<file path="src/rtl/dma_io_endpoint_pkg.sv">
// Shared definitions for the DMA I/O endpoint: handshake FSM encoding,
// transfer-direction constants and the DMA request rule.
package dma_io_endpoint_pkg;

  typedef enum logic [1:0] {
    ST_IDLE = 2'd0,
    ST_WAIT = 2'd1,
    ST_XFER = 2'd2,
    ST_HOLD = 2'd3
  } dma_state_e;

  localparam logic MODE_SRC = 1'b0;
  localparam logic MODE_SNK = 1'b1;

  // Source mode wants enough queued bytes; sink mode wants enough free slots.
  function automatic logic dreq_calc(input logic done, input logic mode,
                                     input int count, input int depth,
                                     input int thresh);
    logic level_ok;
    if (mode == MODE_SRC) begin
      level_ok = (count >= thresh);
    end else begin
      level_ok = ((depth - count) >= thresh);
    end
    return (!done) && level_ok;
  endfunction

endpackage

</file>
<file path="src/rtl/dma_io_endpoint_if.sv">
// DMAC-facing bus of the endpoint: handshake, strobes, terminal count and
// the two data paths.
interface dma_io_endpoint_if;
  logic       DACK;
  logic       IOR;
  logic       IOW;
  logic       EOP;
  logic [7:0] Data_in;
  logic       DREQ;
  logic       RDY;
  logic [7:0] Data_out;

  modport master (
    output DACK, IOR, IOW, EOP, Data_in,
    input  DREQ, RDY, Data_out
  );

  modport slave (
    input  DACK, IOR, IOW, EOP, Data_in,
    output DREQ, RDY, Data_out
  );
endinterface

</file>
<file path="src/rtl/dma_io_endpoint_sync_fifo8.sv">
// Byte-wide synchronous FIFO with wrapping pointers and an occupancy count.
// Illegal pushes (full) and pops (empty) are dropped here as a second guard.
module sync_fifo8 #(
  parameter int DEPTH = 8
) (
  input  logic                   clk,
  input  logic                   rst,
  input  logic                   push,
  input  logic                   pop,
  input  logic [7:0]             din,
  output logic [7:0]             dout,
  output logic [$clog2(DEPTH):0] count,
  output logic                   full,
  output logic                   empty
);
  localparam int AW = $clog2(DEPTH);
  localparam logic [AW:0] DEPTH_C = (AW + 1)'(DEPTH);

  logic [7:0]    mem_r [DEPTH];
  logic [AW-1:0] wr_ptr_r;
  logic [AW-1:0] rd_ptr_r;
  logic [AW:0]   count_r;
  logic          push_s;
  logic          pop_s;

  assign full   = (count_r == DEPTH_C);
  assign empty  = (count_r == {(AW + 1){1'b0}});
  assign push_s = push && !full;
  assign pop_s  = pop && !empty;
  assign dout   = mem_r[rd_ptr_r];
  assign count  = count_r;

  // Storage array; contents are only meaningful below the count.
  always_ff @(posedge clk) begin
    if (push_s) begin
      mem_r[wr_ptr_r] <= din;
    end
  end

  // Pointer and occupancy bookkeeping; push and pop may coincide.
  always_ff @(posedge clk) begin
    if (rst) begin
      wr_ptr_r <= {AW{1'b0}};
      rd_ptr_r <= {AW{1'b0}};
      count_r  <= {(AW + 1){1'b0}};
    end else begin
      if (push_s) begin
        wr_ptr_r <= wr_ptr_r + AW'(1'b1);
      end
      if (pop_s) begin
        rd_ptr_r <= rd_ptr_r + AW'(1'b1);
      end
      count_r <= count_r + (AW + 1)'(push_s) - (AW + 1)'(pop_s);
    end
  end

endmodule

</file>
<file path="src/rtl/dma_io_endpoint.sv">
// DMA I/O endpoint: bridges a local byte device and an 8237-style DMAC
// through a FIFO, with programmable wait states and sticky status flags.
module dma_io_endpoint
  import dma_io_endpoint_pkg::*;
#(
  parameter int DEPTH  = 8,
  parameter int THRESH = 1
) (
  input  logic             CLK,
  input  logic             RST,
  input  logic             CLR,
  input  logic             MODE,
  input  logic [1:0]       WAITS,
  dma_io_endpoint_if.slave dma,
  input  logic             DEV_WR,
  input  logic             DEV_RD,
  input  logic [7:0]       DEV_WDATA,
  output logic [7:0]       DEV_RDATA,
  output logic             FULL,
  output logic             EMPTY,
  output logic             OVF,
  output logic             UNF,
  output logic             DONE
);
  localparam int CW = $clog2(DEPTH) + 1;
  localparam logic [CW-1:0] DEPTH_C = CW'(DEPTH);

  dma_state_e    state_r;
  dma_state_e    state_s;
  logic [1:0]    wcnt_r;
  logic [1:0]    wcnt_s;
  logic          rdy_r;
  logic          mode_r;
  logic          dreq_r;
  logic [7:0]    data_out_r;
  logic [7:0]    dev_rdata_r;
  logic          ovf_r;
  logic          unf_r;
  logic          done_r;
  logic          full_r;
  logic          empty_r;

  logic          clr_s;
  logic          strobe_s;
  logic          xfer_s;
  logic          dma_push_s;
  logic          dma_pop_s;
  logic          dev_push_s;
  logic          dev_pop_s;
  logic          push_req_s;
  logic          pop_req_s;
  logic          push_ok_s;
  logic          pop_ok_s;
  logic [7:0]    push_data_s;
  logic          done_nxt_s;
  logic [CW-1:0] count_nxt_s;
  logic [7:0]    fifo_dout_s;
  logic [CW-1:0] fifo_count_s;
  logic          fifo_full_s;
  logic          fifo_empty_s;

  assign clr_s    = RST || CLR;
  assign strobe_s = dma.DACK && ((mode_r == MODE_SNK) ? dma.IOW : dma.IOR);
  assign xfer_s   = (state_r == ST_XFER);

  // Direction is fixed by the latched mode; the other side's requests are inert.
  assign dma_push_s  = xfer_s && (mode_r == MODE_SNK);
  assign dma_pop_s   = xfer_s && (mode_r == MODE_SRC);
  assign dev_push_s  = DEV_WR && (mode_r == MODE_SRC);
  assign dev_pop_s   = DEV_RD && (mode_r == MODE_SNK);
  assign push_req_s  = dma_push_s || dev_push_s;
  assign pop_req_s   = dma_pop_s || dev_pop_s;
  assign push_ok_s   = push_req_s && !fifo_full_s && !clr_s;
  assign pop_ok_s    = pop_req_s && !fifo_empty_s && !clr_s;
  assign push_data_s = (mode_r == MODE_SNK) ? dma.Data_in : DEV_WDATA;
  assign done_nxt_s  = !clr_s && (done_r || dma.EOP);
  assign count_nxt_s = clr_s ? {CW{1'b0}}
                             : (fifo_count_s + CW'(push_ok_s) - CW'(pop_ok_s));

  sync_fifo8 #(
    .DEPTH (DEPTH)
  ) u_fifo (
    .clk   (CLK),
    .rst   (clr_s),
    .push  (push_ok_s),
    .pop   (pop_ok_s),
    .din   (push_data_s),
    .dout  (fifo_dout_s),
    .count (fifo_count_s),
    .full  (fifo_full_s),
    .empty (fifo_empty_s)
  );

  // Handshake FSM next state: one transfer per strobe, after WAITS wait states.
  always_comb begin
    state_s = state_r;
    wcnt_s  = wcnt_r;
    case (state_r)
      ST_IDLE: begin
        if (!strobe_s) begin
          state_s = ST_IDLE;
        end else if (WAITS == 2'd0) begin
          state_s = ST_XFER;
        end else begin
          state_s = ST_WAIT;
          wcnt_s  = WAITS;
        end
      end
      ST_WAIT: begin
        if (!dma.DACK) begin
          state_s = ST_IDLE;
        end else if (wcnt_r <= 2'd1) begin
          state_s = ST_XFER;
        end else begin
          wcnt_s = wcnt_r - 2'd1;
        end
      end
      ST_XFER: state_s = ST_HOLD;
      ST_HOLD: begin
        if (!strobe_s) begin
          state_s = ST_IDLE;
        end else begin
          state_s = ST_HOLD;
        end
      end
      default: state_s = ST_IDLE;
    endcase
  end

  // Handshake FSM state, wait counter and registered RDY.
  always_ff @(posedge CLK) begin
    if (clr_s) begin
      state_r <= ST_IDLE;
      wcnt_r  <= 2'd0;
      rdy_r   <= 1'b1;
    end else begin
      state_r <= state_s;
      wcnt_r  <= wcnt_s;
      rdy_r   <= (state_s != ST_WAIT);
    end
  end

  // Data registers and status; DREQ and flags track the post-edge occupancy.
  always_ff @(posedge CLK) begin
    if (clr_s) begin
      mode_r      <= MODE;
      dreq_r      <= 1'b0;
      data_out_r  <= 8'h00;
      dev_rdata_r <= 8'h00;
      ovf_r       <= 1'b0;
      unf_r       <= 1'b0;
      done_r      <= 1'b0;
      full_r      <= 1'b0;
      empty_r     <= 1'b1;
    end else begin
      mode_r <= mode_r;
      dreq_r <= dreq_calc(done_nxt_s, mode_r, int'(count_nxt_s), DEPTH, THRESH);
      if (dma_pop_s) begin
        data_out_r <= fifo_empty_s ? 8'h00 : fifo_dout_s;
      end
      if (dev_pop_s && !fifo_empty_s) begin
        dev_rdata_r <= fifo_dout_s;
      end
      ovf_r   <= ovf_r || (push_req_s && fifo_full_s);
      unf_r   <= unf_r || (pop_req_s && fifo_empty_s);
      done_r  <= done_nxt_s;
      full_r  <= (count_nxt_s == DEPTH_C);
      empty_r <= (count_nxt_s == {CW{1'b0}});
    end
  end

  assign dma.DREQ     = dreq_r;
  assign dma.RDY      = rdy_r;
  assign dma.Data_out = data_out_r;
  assign DEV_RDATA    = dev_rdata_r;
  assign FULL         = full_r;
  assign EMPTY        = empty_r;
  assign OVF          = ovf_r;
  assign UNF          = unf_r;
  assign DONE         = done_r;

endmodule

</file>
<file path="src/flat_wrapper.sv">
// flat-port wrapper written by rule: the top's interface ports become plain ports
module dma_io_endpoint_flat import dma_io_endpoint_pkg::*;
#(
  parameter int DEPTH  = 8,
  parameter int THRESH = 1
)
  (CLK, RST, CLR, MODE, WAITS, DEV_WR, DEV_RD, DEV_WDATA, DEV_RDATA, FULL, EMPTY, OVF, UNF, DONE, dma_DACK, dma_IOR, dma_IOW, dma_EOP, dma_Data_in, dma_DREQ, dma_RDY, dma_Data_out);
  dma_io_endpoint_if dma_i ();
  input  logic CLK;
  input  logic RST;
  input  logic CLR;
  input  logic MODE;
  input  logic [1:0] WAITS;
  input  logic DEV_WR;
  input  logic DEV_RD;
  input  logic [7:0] DEV_WDATA;
  output logic [7:0] DEV_RDATA;
  output logic FULL;
  output logic EMPTY;
  output logic OVF;
  output logic UNF;
  output logic DONE;
  input wire logic [$bits(dma_i.DACK)-1:0] dma_DACK;
  input wire logic [$bits(dma_i.IOR)-1:0] dma_IOR;
  input wire logic [$bits(dma_i.IOW)-1:0] dma_IOW;
  input wire logic [$bits(dma_i.EOP)-1:0] dma_EOP;
  input wire logic [$bits(dma_i.Data_in)-1:0] dma_Data_in;
  output wire logic [$bits(dma_i.DREQ)-1:0] dma_DREQ;
  output wire logic [$bits(dma_i.RDY)-1:0] dma_RDY;
  output wire logic [$bits(dma_i.Data_out)-1:0] dma_Data_out;
  assign dma_i.DACK = dma_DACK;
  assign dma_i.IOR = dma_IOR;
  assign dma_i.IOW = dma_IOW;
  assign dma_i.EOP = dma_EOP;
  assign dma_i.Data_in = dma_Data_in;
  assign dma_DREQ = dma_i.DREQ;
  assign dma_RDY = dma_i.RDY;
  assign dma_Data_out = dma_i.Data_out;
  dma_io_endpoint #(.DEPTH(DEPTH), .THRESH(THRESH)) u_core (.CLK(CLK), .RST(RST), .CLR(CLR), .MODE(MODE), .WAITS(WAITS), .dma(dma_i), .DEV_WR(DEV_WR), .DEV_RD(DEV_RD), .DEV_WDATA(DEV_WDATA), .DEV_RDATA(DEV_RDATA), .FULL(FULL), .EMPTY(EMPTY), .OVF(OVF), .UNF(UNF), .DONE(DONE));
endmodule
</file>
<file path="config.mk">
export PLATFORM = sky130hd
export DESIGN_NAME = dma_io_endpoint_flat
export DESIGN_NICKNAME = d
export VERILOG_FILES = /design/src/rtl/dma_io_endpoint_pkg.sv /design/src/rtl/dma_io_endpoint_if.sv /design/src/rtl/dma_io_endpoint_sync_fifo8.sv /design/src/rtl/dma_io_endpoint.sv /design/src/flat_wrapper.sv
export SDC_FILE = /design/constraint.sdc
export NUM_CORES = 1
export LEC_CHECK = 0
export ABC_CLOCK_PERIOD_IN_PS = 8500
export CORE_MARGIN = 1
export CORE_UTILIZATION = 65
export CTS_CLUSTER_SIZE = 10
export DETAILED_ROUTE_END_ITERATION = 7
export DONT_BUFFER_PORTS = 1
export PLACE_DENSITY = 0.84
export SYNTH_ARGS = -nofsm -noshare
export SYNTH_HDL_FRONTEND = slang
export SYNTH_SLANG_ARGS = --single-unit
</file>
<file path="constraint.sdc">
create_clock -name CLK -period 8.5 [get_ports CLK]
set_clock_uncertainty 0.05 [all_clocks]
set_input_delay 1.7 -clock CLK [delete_from_list [all_inputs] [get_ports CLK]]
set_output_delay 1.7 -clock CLK [all_outputs]
set_load 0.005 [all_outputs]
</file>
==> impl_metrics.csv <==
group,metric,value,unit
clocking,cts_made_buffers,9,
routing,wire_per_inst,18.6,um
sta,min_period,4.32,ns
sta,max_slew.worst_pin.slew,1.10,ns
logic_synthesis,synth_flop_cell,"edfxtp_1",
critical_path,criticalPathCategory,"primary input to register",
global_routing,first_global_vias,2306,
sta,finalSetupTns,0,ns
die,chipWidth,83.4,um
placement,place.gp.congestion,0.847,
logic_synthesis,synth_common_cells,"edfxtp_1, dfxtp_1, nand2_1",
logic_synthesis,synth.top_cells.by_area,"edfxtp_1, dfxtp_1, mux4_2",
clocking,worstSkewPairLatency,0.34,ns
logic_synthesis,async_flop_share,0,
global_routing,grt_max_degree,19,
clocking,ctsHtreeMaxLevel,3,
logic_synthesis,yosysWarningCount,0,
sta,finalSetupViolCount,0,
logic_synthesis,ys_ff_latch,105,
placement,hpwl,5.08,mm
die,rows,29,
critical_path,critical_path_required,8.65,ns
die,start_util,0.674,
clocking,ctsRootBufferMaster,"clkbuf_8",
clocking,cts_resized,0,
cells_and_area,num_antenna_cells,0,
routing,drc_errors,0,
sta,whs,0.435,ns
logic_synthesis,syn_area,4300,um2
sta,hold_viol,0,
logic_synthesis,synth_top_area_cell,"edfxtp_1",
min_path,min_path_type,"register to register",
clocking,cts_setup_buffers,0,
global_routing,grtUsageTotal,0.224,
routing,num_vias,2363,
die,core,6390,um2
sta,max_freq,0.231,GHz
routing,drt_pass1_iterations,4,
sta,slew_headroom,0.267,
flow_run,cap_violations,0,
logic_synthesis,syn_inst,303,
sta,final_max_slew_viol_count,0,
power_and_ir_drop,peakVddDrop,0.000130,V
clocking,cts_hold_buf,0,
logic_synthesis,ys_seq_area_frac,0.640,
sta,rsz0062_at_grt,"no",
logic_synthesis,synth_top_area_frac,0.454,
global_routing,antenna_found_initial,0,
clocking,clk_pin_slew,0.09,ns
clocking,max-clock-path-buffers,2,
cells_and_area,area_growth_syn_to_layout,6.19,%
die,dieArea,6950,um2
routing,ant_nets,0,
critical_path,crit_fanout,18,
sta,finalCritPeriodShare,0.508,
logic_synthesis,synthesis.nets,345,
cells_and_area,final_util,0.716,
critical_path,start_kind,"primary input",
cells_and_area,fillerInstances,412,
routing,wirelength,7.25,mm
clocking,cts_tree,"yes",
global_routing,grt_pass1_wl,11.7,mm
logic_synthesis,syn_area_per_cell,14.2,um2
routing,dr.first_iter.drc_count,225,
die,die_h,83.4,um
power_and_ir_drop,power.density,187,nW/um2
cells_and_area,nets,351,
routing,viasPerCell,6.04,
cells_and_area,drive_gt1_frac,0.169,
global_routing,gr-total-overflow,0,
critical_path,cp-end-kind,"register",
critical_path,crit_arrival,4.47,ns
die,io_pins,51,
logic_synthesis,yosysMostFrequentCell,"edfxtp_1",
power_and_ir_drop,power_leakage,1.51,nW
clocking,cts_sinks,105,
run_status,status,"finished, final reports clean",
logic_synthesis,synth-edff-count,65,
logic_synthesis,yosysUniqueCellTypes,45,
placement,numPortBuffers,0,
[worst paths after layout]
path,startpoint,slack (ns),to,cells past startpoint
setup / recovery,CLR,4.18,u_core.dma.DREQ,13
setup reg to reg,u_core.mode_r,4.84,u_core.dma.DREQ,10
hold reg to reg,u_core.DEV_RDATA[0],0.44,u_core.DEV_RDATA[0],2
hold / removal,u_core.DEV_RDATA[0],0.44,u_core.DEV_RDATA[0],2
[logic make-up (layout without fill, tap and decap cells)]
logic type / count (synthesis) / in the layout / synth area share
buffers and inverters: 25 / 36 / 0.0238
AO/OA/AOI/OAI: 41 / 41 / 0.0576
AND/OR/NAND/NOR: 77 / 77 / 0.0907
XOR/XNOR: 5 / 5 / 0.0102
multiplexers: 36 / 36 / 0.134
flip-flops: 105 / 105 / 0.640
adder cells (fa/ha/maj): 14 / 14 / 0.0442
[critical path, stage by stage]
cell and delay, ns:
nor2_1 0.08, buf_4 0.20, inv_2 0.17, a211oi_2 0.42, inv_1 0.09, ha_1 0.28
inv_1 0.04, ha_1 0.20, fa_1 0.38, xor2_1 0.17, or3_1 0.36, nor4_1 0.30
a211oi_1 0.07
[where the power goes]
part           internal [mW]  leakage [nW]  total [mW]  switching, mW
Combinational         0.0123         0.518      0.0317         0.0194
Clock                  0.108        0.0881       0.268          0.160
Sequential             0.548         0.909       0.553        0.00493
[sequential cells by signal, summed over array words and instances (netlist names), 2 cells and up, named ones only]
signal / flops
u_core.u_fifo.wr_ptr_r: 3
u_core.DEV_RDATA: 8
u_core.wcnt_r: 2
u_core.state_r: 2
u_core.u_fifo.rd_ptr_r: 3
u_core.u_fifo.count: 4
u_core.u_fifo.mem_r: 64
u_core.dma.Data_out: 8
[layout by cell type (no fill, tap or decap), types with 4 or more instances in the layout]
| master | n |
|---|---|
| a21oi_1 | 6 |
| and2_1 | 4 |
| buf_4 | 7 |
| clkbuf_8 | 9 |
| dfxtp_1 | 40 |
| edfxtp_1 | 65 |
| ha_1 | 12 |
| inv_1 | 12 |
| mux2_2 | 8 |
| mux2i_1 | 11 |
| mux4_2 | 16 |
| nand2_1 | 25 |
| nor2_1 | 17 |
| nor3b_1 | 7 |
| o21ai_0 | 21 |
[cell type report]
| class | count | area [um2] | share of cell area |
|---|---|---|---|
| Clock buffer | 10 | 128 | 0.0279 |
| Clock inverter | 6 | 43.8 | 0.00958 |
| Inverter | 13 | 48.8 | 0.0107 |
| Multi-Input combinational cell | 173 | 1450 | 0.317 |
| Sequential cell | 105 | 2750 | 0.602 |
| Tap cell | 77 | 96.3 | 0.0211 |
| Timing Repair Buffer | 7 | 52.6 | 0.0115 |
[metal layers]
layer  track usage  vias up  part of all wire
met5             0        -                 0
met4        0.0909        0            0.0099
met3        0.0427        6             0.067
met2         0.358       88              0.49
met1         0.306     1143              0.43
li1              -     1126                 -
[metrics by stage]
stage,instance area (um2),cells,power (mW),setup slack [ns]
floorplan,4300,303,0.587,4.24
global placement,4400,375,0.594,3.94
detailed placement,4400,375,0.596,3.83
CTS,4570,391,0.858,4.19
global route,4570,391,0.881,3.92
finish,4570,391,0.853,4.18
No activity file was read; power rests on OpenSTA's default activity.
